===== src/rtl/fetch_unit.sv =====
// Instruction fetch front end: issues sequential word fetches under a credit limit
// and buffers in-order responses in a small FIFO in front of the decoder.
module fetch_unit #(
  parameter int unsigned           DATA_WIDTH = 32,
  parameter int unsigned           FIFO_DEPTH = 2,
  parameter logic [DATA_WIDTH-1:0] RESET_PC   = 32'h0000_0000
) (
  input  logic                  clk,
  input  logic                  rst_n,
  input  logic                  fetch_en,
  input  logic                  redirect_valid,
  input  logic [DATA_WIDTH-1:0] redirect_pc,
  output logic                  imem_req,
  output logic [DATA_WIDTH-1:0] imem_addr,
  input  logic                  imem_ready,
  input  logic                  imem_rvalid,
  input  logic [DATA_WIDTH-1:0] imem_rdata,
  output logic                  inst_valid,
  output logic [DATA_WIDTH-1:0] inst,
  output logic [DATA_WIDTH-1:0] inst_pc,
  input  logic                  inst_ready
);

  localparam int unsigned PW = $clog2(FIFO_DEPTH);
  localparam int unsigned CW = PW + 1;
  localparam logic [CW:0] DEPTH_C = (CW+1)'(FIFO_DEPTH);
  localparam logic [DATA_WIDTH-1:0] ALIGN_MASK = ~DATA_WIDTH'(3);

  typedef enum logic {IDLE, FETCH} state_e;

  state_e                state_q, state_d;
  logic [DATA_WIDTH-1:0] fetch_pc_q, fetch_pc_d;
  logic [DATA_WIDTH-1:0] rsp_pc_q, rsp_pc_d;
  logic [CW-1:0]         outstanding_q, outstanding_d;
  logic [CW-1:0]         discard_q, discard_d;
  logic [CW-1:0]         count_q, count_d;
  logic [PW-1:0]         wr_ptr_q, wr_ptr_d;
  logic [PW-1:0]         rd_ptr_q, rd_ptr_d;
  logic [DATA_WIDTH-1:0] data_mem_q [FIFO_DEPTH];
  logic [DATA_WIDTH-1:0] pc_mem_q   [FIFO_DEPTH];

  logic [CW:0] credit_used;
  logic        accept, retire, drop, push, pop;

  always_comb begin
    state_d = state_q;
    case (state_q)
      IDLE:    if (fetch_en)  state_d = FETCH;
      FETCH:   if (!fetch_en) state_d = IDLE;
      default: state_d = IDLE;
    endcase
  end

  // Credits already spoken for: buffered entries plus in-flight requests that will be kept.
  assign credit_used = {1'b0, count_q} + {1'b0, outstanding_q} - {1'b0, discard_q};
  assign imem_req    = (state_q == FETCH) && !redirect_valid && (credit_used < DEPTH_C);
  assign imem_addr   = fetch_pc_q & ALIGN_MASK;
  assign accept      = imem_req && imem_ready;
  assign retire      = imem_rvalid && (outstanding_q != '0);
  assign drop        = retire && (discard_q != '0);
  assign push        = retire && !drop && !redirect_valid;
  assign inst_valid  = (count_q != '0);
  assign pop         = inst_valid && inst_ready && !redirect_valid;
  assign inst        = data_mem_q[rd_ptr_q];
  assign inst_pc     = pc_mem_q[rd_ptr_q];

  // Requests after a redirect are strictly sequential and responses come back in order,
  // so the PC of every kept response is a running counter from the last redirect target.
  always_comb begin
    fetch_pc_d    = fetch_pc_q;
    rsp_pc_d      = rsp_pc_q;
    outstanding_d = outstanding_q + CW'(accept) - CW'(retire);
    discard_d     = discard_q - CW'(drop);
    count_d       = count_q + CW'(push) - CW'(pop);
    wr_ptr_d      = wr_ptr_q + PW'(push);
    rd_ptr_d      = rd_ptr_q + PW'(pop);
    if (accept) fetch_pc_d = fetch_pc_q + DATA_WIDTH'(4);
    if (push)   rsp_pc_d   = rsp_pc_q + DATA_WIDTH'(4);
    if (redirect_valid) begin
      fetch_pc_d = redirect_pc & ALIGN_MASK;
      rsp_pc_d   = redirect_pc & ALIGN_MASK;
      discard_d  = outstanding_d;
      count_d    = '0;
      wr_ptr_d   = '0;
      rd_ptr_d   = '0;
    end
  end

  always_ff @(posedge clk or negedge rst_n) begin
    if (!rst_n) begin
      state_q       <= IDLE;
      fetch_pc_q    <= RESET_PC & ALIGN_MASK;
      rsp_pc_q      <= RESET_PC & ALIGN_MASK;
      outstanding_q <= '0;
      discard_q     <= '0;
      count_q       <= '0;
      wr_ptr_q      <= '0;
      rd_ptr_q      <= '0;
    end else begin
      state_q       <= state_d;
      fetch_pc_q    <= fetch_pc_d;
      rsp_pc_q      <= rsp_pc_d;
      outstanding_q <= outstanding_d;
      discard_q     <= discard_d;
      count_q       <= count_d;
      wr_ptr_q      <= wr_ptr_d;
      rd_ptr_q      <= rd_ptr_d;
    end
  end

  always_ff @(posedge clk or negedge rst_n) begin
    if (!rst_n) begin
      for (int i = 0; i < FIFO_DEPTH; i++) begin
        data_mem_q[i] <= '0;
        pc_mem_q[i]   <= '0;
      end
    end else if (push) begin
      data_mem_q[wr_ptr_q] <= imem_rdata;
      pc_mem_q[wr_ptr_q]   <= rsp_pc_q;
    end
  end

  // The credit rule should make this unreachable.
  assert property (@(posedge clk) disable iff (!rst_n) !(push && (count_q == CW'(FIFO_DEPTH))));

endmodule


===== config.mk =====
export PLATFORM = sky130hd
export DESIGN_NAME = fetch_unit
export DESIGN_NICKNAME = d
export VERILOG_FILES = /design/src/rtl/fetch_unit.sv
export SDC_FILE = /design/constraint.sdc
export NUM_CORES = 1
export LEC_CHECK = 0
export BUFFER_PORTS_ARGS = -buffer_cell sky130_fd_sc_hd__buf_2
export CORE_AREA = 2 2 132 134
export CTS_CLUSTER_DIAMETER = 100
export CTS_CLUSTER_SIZE = 14
export DETAILED_ROUTE_END_ITERATION = 8
export DIE_AREA = 0 0 134 136
export PLACE_DENSITY_LB_ADDON = 0.3
export SYNTH_ARGS = -nofsm -noshare
export SYNTH_HDL_FRONTEND = slang
export SYNTH_SLANG_ARGS = --single-unit

===== constraint.sdc =====
create_clock -name clk -period 3.4 [get_ports clk]
set_input_delay 0.34 -clock clk [delete_from_list [all_inputs] [get_ports clk]]
set_output_delay 0.34 -clock clk [all_outputs]
set_load 0.01 [all_outputs]

== After elaboration in Yosys (flattened, before gate mapping) ==
Index checks and enable logic that the tools add are counted.

* Output and inout port bits: 98
* Logic and storage cells: 65
* Bits of input ports: 71
* Register bits: 201

* Magnitude comparators: 4
* Reductions and logical operators: 17
* $add $sub $neg: 11
* Bitwise logic cells: 2
* Muxes and demuxes: 19

{| class="wikitable"
|+ Operator list
! operator !! number
|-
| $mux 32 || 11
|-
| $bwmux 64 || 2
|-
| $add 32x3->32 const B || 2
|-
| $demux 32 s1 || 1
|-
| $logic_and 1x1->1 || 10
|-
| $reduce_bool 2->1 || 5
|-
| $sub 2x1->2 || 3
|-
| $add 2x1->2 || 2
|-
| $ge 2x2->1 const B || 2
|-
| $mux 2 || 2
|-
| $not 1->2 || 2
|-
| $add 2x2->3 || 1
|-
| $lt 3x2->1 const B || 1
|-
| $mux 1 || 3
|-
| $sub 3x2->3 || 1
|-
| $add 1x1->1 || 2
|-
| $logic_not 1->1 || 2
|-
| $lt 2x1->1 const B || 1
|}

== Longest topological paths before layout ==
Gate-level depths: netlist (run 1).

* Depth in word-level cells: 9
* Mapped depth: 15
* Gate-level depth less buffers: 14

== Least setup slack after synthesis (run 1) ==
No wires, ideal clock.

* Path kind: flip-flop to flip-flop
* From: register discard_q[1]
* To: register discard_q[1]
* Setup slack: 0.254 ns
* Stages on the path, launching flop included: 16
* Path buffers: 1
* Library setup time: 0.136 ns
* Arrival: 3.009 ns
* Clock period less this slack: 3.146 ns
* Required time: 3.264 ns
* Cells stage by stage: dfrtp_1 -> inv_1 -> fa_1 -> inv_1 -> fa_1 -> nand4b_1 -> nor2_1 -> inv_2 -> clkbuf_1 -> ha_1 -> inv_1 -> ha_1 -> xnor2_1 -> xnor2_1 -> nand2_1 -> o21ai_0

* Longest elaborated chain between the ends: 7
* Elaborated cells between the ends (all ways): 10
* Classes of those cells: 4 x add/sub; 1 x order compare; 1 x mux; 4 x reduce/logical

{| class="wikitable"
|+ Ends and longest elaborated chain
! what !! RTL line !! source
|-
| start, declared || 35 || <nowiki>logic [CW-1:0] discard_q, discard_d;</nowiki>
|-
| start signal, assigned || 104 || <nowiki>discard_q <= discard_d;</nowiki>
|-
| $sub 3x2->3 || 55 || <nowiki>assign credit_used = {1'b0, count_q} + {1'b0, outstanding_q} - {1'b0, discard_q};</nowiki>
|-
| $lt 3x2->1 || 56 || <nowiki>assign imem_req = (state_q == FETCH) && !redirect_valid && (credit_used < DEPTH_C);</nowiki>
|-
| $logic_and 1x1->1 || 56 ||
|-
| $logic_and 1x1->1 || 58 || <nowiki>assign accept = imem_req && imem_ready;</nowiki>
|-
| $add 2x1->2 || 72 || <nowiki>outstanding_d = outstanding_q + CW'(accept) - CW'(retire);</nowiki>
|-
| $sub 2x1->2 || 72 ||
|-
| via outstanding_d[1] || 34 || <nowiki>logic [CW-1:0] outstanding_q, outstanding_d;</nowiki>
|-
| $mux 2 || 79 || <nowiki>if (redirect_valid) begin</nowiki>
|-
| via discard_d[1] || 35 ||
|}

The timed path passes the listed nets, and every way through them passes these cells.
A chain may end at the register's enable or synchronous reset.

== Worst setup path after layout (run 1) ==
* From: register discard_q[1]
* To: register fetch_pc_q[26]

* Longest elaborated chain between the ends: 5

{| class="wikitable"
|+ Ends and longest elaborated chain
! what !! RTL line !! source
|-
| $sub 3x2->3 || 55 ||
|-
| $lt 3x2->1 || 56 ||
|-
| $logic_and 1x1->1 || 56 ||
|-
| $logic_and 1x1->1 || 58 ||
|-
| $reduce_bool 2->1 (no source line) || -- ||
|-
| end signal, assigned || 92 || <nowiki>fetch_pc_q <= RESET_PC & ALIGN_MASK;</nowiki>
|-
| end signal, assigned || 101 || <nowiki>fetch_pc_q <= fetch_pc_d;</nowiki>
|-
| end, declared || 32 || <nowiki>logic [DATA_WIDTH-1:0] fetch_pc_q, fetch_pc_d;</nowiki>
|}

Every way passes these cells.

==> results of run 1 <==
==> cell type report <==
| type | instances | area share (%) |
|---|---|---|
| Clock buffer | 21 | 4.29 |
| Clock inverter | 9 | 1.86 |
| Inverter | 17 | 0.581 |
| Multi-Input combinational cell | 504 | 38.0 |
| Sequential cell | 193 | 44.0 |
| Tap cell | 225 | 2.57 |
| Timing Repair Buffer | 174 | 8.65 |
==> sequential cells by signal, indices dropped and copies added (netlist names) <==
signal,cells
data_mem_q,64
pc_mem_q,60
fetch_pc_q,30
rsp_pc_q,30
count_q,2
discard_q,2
outstanding_q,2
rd_ptr_q,1
state_q,1
wr_ptr_q,1
==> power groups by stage <==
stage,sequential [mW],clock [mW],combinational (mW)
6_report,3.56,2.25,2.77
4_1_cts,3.56,2.30,2.81
3_5_place_dp,3.60,0,2.79
5_1_grt,3.68,2.39,3.04
2_1_floorplan,3.47,0,1.93
3_3_place_gp,3.55,0,2.73
==> stage by stage <==
stage,instance area [sq um],std cells
6_report,11000,1143
5_1_grt,11000,1143
3_5_place_dp,10300,1112
4_1_cts,11000,1143
3_3_place_gp,10300,1112
2_1_floorplan,9260,755
==> cells in the mapped netlist, types with 2 or more instances <==
cell type    n
buf_4        4
o311ai_0     8
o21ai_1      8
and4_1       8
a31oi_1      6
nand3_2      3
inv_1       15
and3_1       5
inv_2        2
mux2_2     193
nor4_1       7
nor3_1      11
nor3_2       3
o211ai_1    13
and2_1       5
buf_1        3
dfrtp_1    193
a21boi_0     4
nand4_1     19
nand2_1     47
o21ai_0     24
clkbuf_1    27
a21oi_1      7
buf_6        2
nand2b_1     3
or4_1        4
xor2_1      13
and4_2       2
or3_1        2
nor2_1      23
ha_1        10
nand3_1     29
buf_2        4
fa_1         2
xnor2_1     30
==> worst max-delay path by stage <==
stage,startpoint,endpoint,slack [ns],depth (start not counted)
3_5_place_dp,discard_q[1]$_DFF_PN0_,fetch_pc_q[26]$_DFFE_PN0P_,0.30,10
5_1_grt,discard_q[1]$_DFF_PN0_,fetch_pc_q[26]$_DFFE_PN0P_,0.02,10
3_3_place_gp,discard_q[1]$_DFF_PN0_,fetch_pc_q[26]$_DFFE_PN0P_,0.37,10
2_1_floorplan,discard_q[1]$_DFF_PN0_,discard_q[1]$_DFF_PN0_,0.25,15
6_report,discard_q[1]$_DFF_PN0_,fetch_pc_q[26]$_DFFE_PN0P_,0.30,10
4_1_cts,discard_q[1]$_DFF_PN0_,fetch_pc_q[26]$_DFFE_PN0P_,0.29,10
==> routing by layer <==
layer / part of all wire [%] / up-vias
met1: 46 / 3210
li1: - / 3018
met3: 6.9 / 32
met4: 2.0 / 0
met5: 0 / -
met2: 45 / 250
==> kinds of logic after synthesis <==
logic type / Yosys count
DFF: 193
and+or+nand+nor: 178
buffers and inverters: 58
AOI/OAI and AO/OA: 73
xor gates and xnor gates: 43
other: 1
muxes: 194
adders and majority gates: 12
==> impl_metrics.toml, run 1 <==
[pwr]
p_comb_share_pct = 32.3
powerDensity_nw_per_um2 = 782
internal_power_mw = 6.03
seqPwrFrac_pct = 41.5
leakage_nw = 4.96
clock_power_share_pct = 26.2
power.total_mw = 8.59
sw_frac_of_total_pct = 29.8
power.switching_mw = 2.56
ir_worst_vdd_mv = 0.443

[logic_synthesis]
synth-seq-cells = 193
synth_top_family_by_area = "multiplexers"
synth.top_cell.area_share_pct = 52.2
netlist_top_cells_area = "dfrtp_1 52%, mux2_2 23%, xnor2_1 2.8%"
synthAdderAreaFrac_pct = 1.79
synth_xor_area_share_pct = 4.07
synth_cell_types = 48
synthSimpleGateAreaFrac_pct = 10.5
synthMuxAreaShare_pct = 23.6
synthesis.area_sq_um = 9250
ys_async_sr_fraction_pct = 100
avgSynthCellArea_sq_um = 12.3
synth_compound_area_share_pct = 4.94
synth_ff_type = "dfrtp_1"
yosysSeqAreaShare_pct = 52.2
synth_area_leader_cell = "dfrtp_1"
synth_edf_count = 0
syn_inst = 752
yosys_warnings = 0

[floorplan]
rows = 48
die_area_sq_um = 18200
core-area_sq_um = 16900
die_y_microns = 136
die_w_microns = 134
num_io_pins = 169
start_util_pct = 54.8

[clock_tree]
cts.repair.resized = 0
path_clk_slew_ns = 0.07
cts_root_buffer = "clkbuf_16"
cts_num_sinks = 193
cts_tree = "yes"
numCtsBuffers = 17
ctsHoldBuffers = 1
post-cts-setup-buffers = 0
htreeDepth = 4
cts_buffer_depth = 2
insertion_delay_ns = 0.43

[critical_path]
cp_top_family = "adder cells"
critPathLaunchType = "flop"
reg2regPathDepth = 10
path_class = "flop to flop"
required_ns = 3.75
r2r-start = "discard_q[1]$_DFF_PN0_"
slowest_delay_ns = 0.57
cp_cell_sequence = "inv_1 -> fa_1 -> inv_1 -> fa_1 -> nand4b_1 -> nor2_1 -> buf_4 -> nand4_1 -> or3_1 -> a31oi_1"
cp.buffers_inverters = 3
cpMaxStageDelayCell = "fa_1"
r2r_slack_ns = 0.30
setup.worst_path.end_class = "flop"
cp_max_fo = 22
cp_data_arrival_time_ns = 3.45
r2r-end = "fetch_pc_q[26]$_DFFE_PN0P_"

[worst_hold_path]
min_from = "fetch_en"
holdPathStages = 1
hold_end = "state_q$_DFF_PN0_"
hp-class = "primary input to flop"

[run]
maxCapViolCount = 0

[timing]
post-route-min-period_ns = 3.10
slew_headroom_pct = 40.9
period_share_pct = 91.3
timing.hold.ws_ns = 0.0223
rsz0062_at_grt = "false"
setup_viol = 0
drv_slew = 0
fmax_mhz = 322
hold_viol = 0
setup_ws_ns = 0.295
finalSetupTns_ns = 0
skew_ns = 0.00872
worst_slew_pin_slew_ns = 0.887

[global_route]
grt_pass1_vias = 6379
use_met1_pct = 31.4
met2_usage_pct = 34.9
grt_pass1_wl_microns = 32200
grt_busiest_layer = "met2"
grt_usage_pct = 22.6
antenna_found_initial = 0
grt.met3_usage_pct = 5.26
grt_start_max_net_pins = 72
grt_overflow = 0

[place]
gp_congestion = 0.823
dpl_worst_slack_ns = 0.303
dp_hpwl_microns = 13700
port_buffers = 162

[cells_and_area]
final_util_pct = 65.0
synthToLayoutAreaGrowth_pct = 18.6
fill_cells = 1341
final_cell_mix = "193 x mux2_2, 192 x dfrtp_1, 161 x buf_2, 47 x nand2_1, 30 x xnor2_1"
multi_input_area_sq_um = 4170
drive_gt1_share_pct = 45.0
mostFrequentLayoutCell = "mux2_2"
final_nets = 990
diodes = 0
register_area_sq_um = 4830

[routing]
drtAntennaViolNets = 0
viasPerCell = 5.70
firstDrtPassIters = 5
post_drt_wl_per_cell_microns = 17.4
route.detailed.drc = 0
finalWirelength_microns = 19900
drt_iter0_drc = 370
vias = 6510

[run_status]
status = "finished, final reports clean"
Power figures use the tool's default switching activity.
==> run 2, diff against run 1 <==
Settings changed: ABC_AREA set to 1, CORE_AREA 2 2 132 134 to 10 10 145 147, DIE_AREA 0 0 134 136 to 0 0 155 157.
==> run 2 against run 1 <==
Compared with the run above:
- area after synthesis grew 9.7%
- routed wire length up 32%
- die area grew 34%
- worst hold slack better by 0.11 ns
- clock-buffer cell count down 2
- flip-flop and latch count is the same
- clock power decreased by 9.3%
- sequential power up 5%
- critical path type unchanged
- largest cell class unchanged
==> impl_metrics.toml, run 2 <==
[run_status]
status = "finished, final reports clean"

[cells_and_area]
reg_top3 = "data_mem_q x64, pc_mem_q x60"
mostFrequentLayoutCell = "nand2_1"
synthToLayoutAreaGrowth_pct = 15.9
drive_gt1_share_pct = 21.8
regMostFlops = "data_mem_q"
instances_no_fill = 1649
final_nets = 1485
largest_reg_flops = 64
final_cell_mix = "309 x nand2_1, 192 x dfrtp_1, 161 x buf_2, 142 x o21ai_0, 137 x inv_1"
diodes = 0
fill_cells = 1630
final_util_pct = 64.1

[clock_tree]
cts_buffer_depth = 2
cts_root_buffer = "clkbuf_16"
numCtsBuffers = 17
ctsHoldBuffers = 1
insertion_delay_ns = 0.43
cts.repair.resized = 0
cts_num_sinks = 193
cts_tree = "yes"
path_clk_slew_ns = 0.08
post-cts-setup-buffers = 0
htreeDepth = 4

[logic_synthesis]
ys_async_sr_fraction_pct = 100
synth_top_family_by_area = "simple AND/OR/NAND/NOR gates"
synth_xor_area_share_pct = 1.21
avgSynthCellArea_sq_um = 8.03
synthMuxAreaShare_pct = 4.00
synth.top_cell.area_share_pct = 47.6
yosys_warnings = 0
synth_cell_types = 44
synth_area_leader_cell = "dfrtp_1"
synthSimpleGateAreaFrac_pct = 24.1
synth_edf_count = 0
netlist_top_cells_area = "dfrtp_1 48%, nand2_1 11%, o21ai_0 7.0%"
syn_inst = 1263
synth_commonest_cells = "309 x nand2_1, 193 x dfrtp_1, 142 x o21ai_0, 137 x inv_1, 109 x nor2_1"
synth_compound_area_share_pct = 12.9
synth_ff_type = "dfrtp_1"
synth_most_common_cell = "nand2_1"
yosysSeqAreaShare_pct = 47.6
synthesis.area_sq_um = 10100
synth-seq-cells = 193
synthAdderAreaFrac_pct = 1.63

[timing]
skew_ns = 0.0127
drv_slew = 0
worst_slew_pin_slew_ns = 0.893
slew_headroom_pct = 40.4
post-route-min-period_ns = 3.03
setup_viol = 0
hold_viol = 0
fmax_mhz = 330
timing.hold.ws_ns = 0.135
period_share_pct = 89.1
rsz0062_at_grt = "false"
setup_ws_ns = 0.371
finalSetupTns_ns = 0

[floorplan]
rows = 50
die_y_microns = 157
start_util_pct = 55.4
die_w_microns = 155
die_area_sq_um = 24300
num_io_pins = 169
core-area_sq_um = 18300

[place]
dpl_worst_slack_ns = 0.405
placed_cells = 1615
gp_congestion = 0.894
dp_hpwl_microns = 19300
port_buffers = 162

[routing]
route.detailed.drc = 0
firstDrtPassIters = 5
viasPerCell = 5.32
post_drt_wl_per_cell_microns = 15.9
drtAntennaViolNets = 0
drt_iter0_drc = 535
finalWirelength_microns = 26300
vias = 8777

[pwr]
ir_worst_vdd_mv = 0.427
leakage_nw = 5.65
powerDensity_nw_per_um2 = 748

[global_route]
grt_overflow = 0
grt_pass1_vias = 8593
grt_usage_pct = 21.6
grt_start_max_net_pins = 100
grt_pass1_wl_microns = 43200
antenna_found_initial = 0

[critical_path]
setup.worst_path.end_class = "flop"
cp_max_fo = 6
slowest_delay_ns = 0.54
cp_data_arrival_time_ns = 3.38
required_ns = 3.75
cpMaxStageDelayCell = "fa_1"
cp_common_cell = "inv_1"
cp_top_family = "adder cells"
cp.buffers_inverters = 3
path_class = "flop to flop"
cp_cell_sequence = "inv_1 -> fa_1 -> inv_1 -> fa_1 -> nand2_1 -> nor2_4 -> nand3_2 -> ha_1 -> inv_1 -> ha_1 -> xnor2_1 -> xnor2_1 -> nand2_1 -> o21ai_0"
critPathLaunchType = "flop"

[run]
maxCapViolCount = 0

[worst_hold_path]
hp-class = "primary input to flop"
## run 2: cell types whose count changed in the layout (fill, tap and decap cells not counted), sizes merged, moves of 10 or more
cell	change
o21ai	+120
xnor2	-24
nand2	+273
and4	-10
nor2	+105
a21oi	+50
inv	+133
nand3	+54
mux2	-157
## run 2: final cells by class
cell class / count / area (sq um) / share of cell area [%]
Inverter: 147 / 556 / 4.73
Clock inverter: 13 / 151 / 1.29
Tap cell: 234 / 293 / 2.49
Sequential cell: 193 / 4830 / 41.1
Clock buffer: 19 / 443 / 3.77
Multi-Input combinational cell: 864 / 4490 / 38.2
Timing Repair Buffer: 179 / 990 / 8.42
## run 2: kinds of logic after synthesis
kind of cell	count (synthesis)
fa+ha+maj	12
compound gates	239
buf+inv	209
other cells	1
mux	36
xor+xnor	14
flops	193
simple gates	559
## run 2: stage by stage
stage | area (sq um) | power [mW]
detailed placement | 11100 | 6.81
floorplan | 10200 | 5.61
global placement | 11100 | 6.67
global route | 11800 | 9.44
CTS | 11700 | 8.87
finish | 11800 | 8.79
## run 2: final timing paths
path / startpoint / to / slack, ns / depth (start not counted)
setup / recovery: discard_q[1]$_DFF_PN0_ / discard_q[1]$_DFF_PN0_ / 0.37 / 14
max in group asynchronous: rst_n / data_mem_q[6]$_DFFE_PN0P_ / 1.96 / 3
setup reg to reg: discard_q[1]$_DFF_PN0_ / discard_q[1]$_DFF_PN0_ / 0.37 / 14
min in group asynchronous: rst_n / data_mem_q[56]$_DFFE_PN0P_ / 0.56 / 2
hold / removal: imem_rdata[11] / data_mem_q[43]$_DFFE_PN0P_ / 0.13 / 3
hold reg to reg: data_mem_q[8]$_DFFE_PN0P_ / data_mem_q[8]$_DFFE_PN0P_ / 0.51 / 1
## run 2: worst register-to-register path: stages (launching register included)
cell and delay (ns):
dfrtp_1 0.39, inv_1 0.16, fa_1 0.54, inv_1 0.05, fa_1 0.54, nand2_1 0.09, nor2_4 0.10, nand3_2 0.09
ha_1 0.29, inv_1 0.04, ha_1 0.18, xnor2_1 0.17, xnor2_1 0.16, nand2_1 0.08, o21ai_0 0.08
## run 2: where the power goes
| part | switching, mW | internal (mW) | total (mW) |
|---|---|---|---|
| logic | 1.81 | 1.20 | 3.01 |
| registers | 0.603 | 3.13 | 3.74 |
| clock network | 0.923 | 1.12 | 2.04 |
## run 2: layer usage
metal  share of wire, %  GRT usage [%]  up-vias
li1                   -              -     4331
met1                 46           29.2     4149
met2                 45           33.8      269
met3                7.0           5.16       28
met4                1.4           5.98        0
met5                  0              0        -
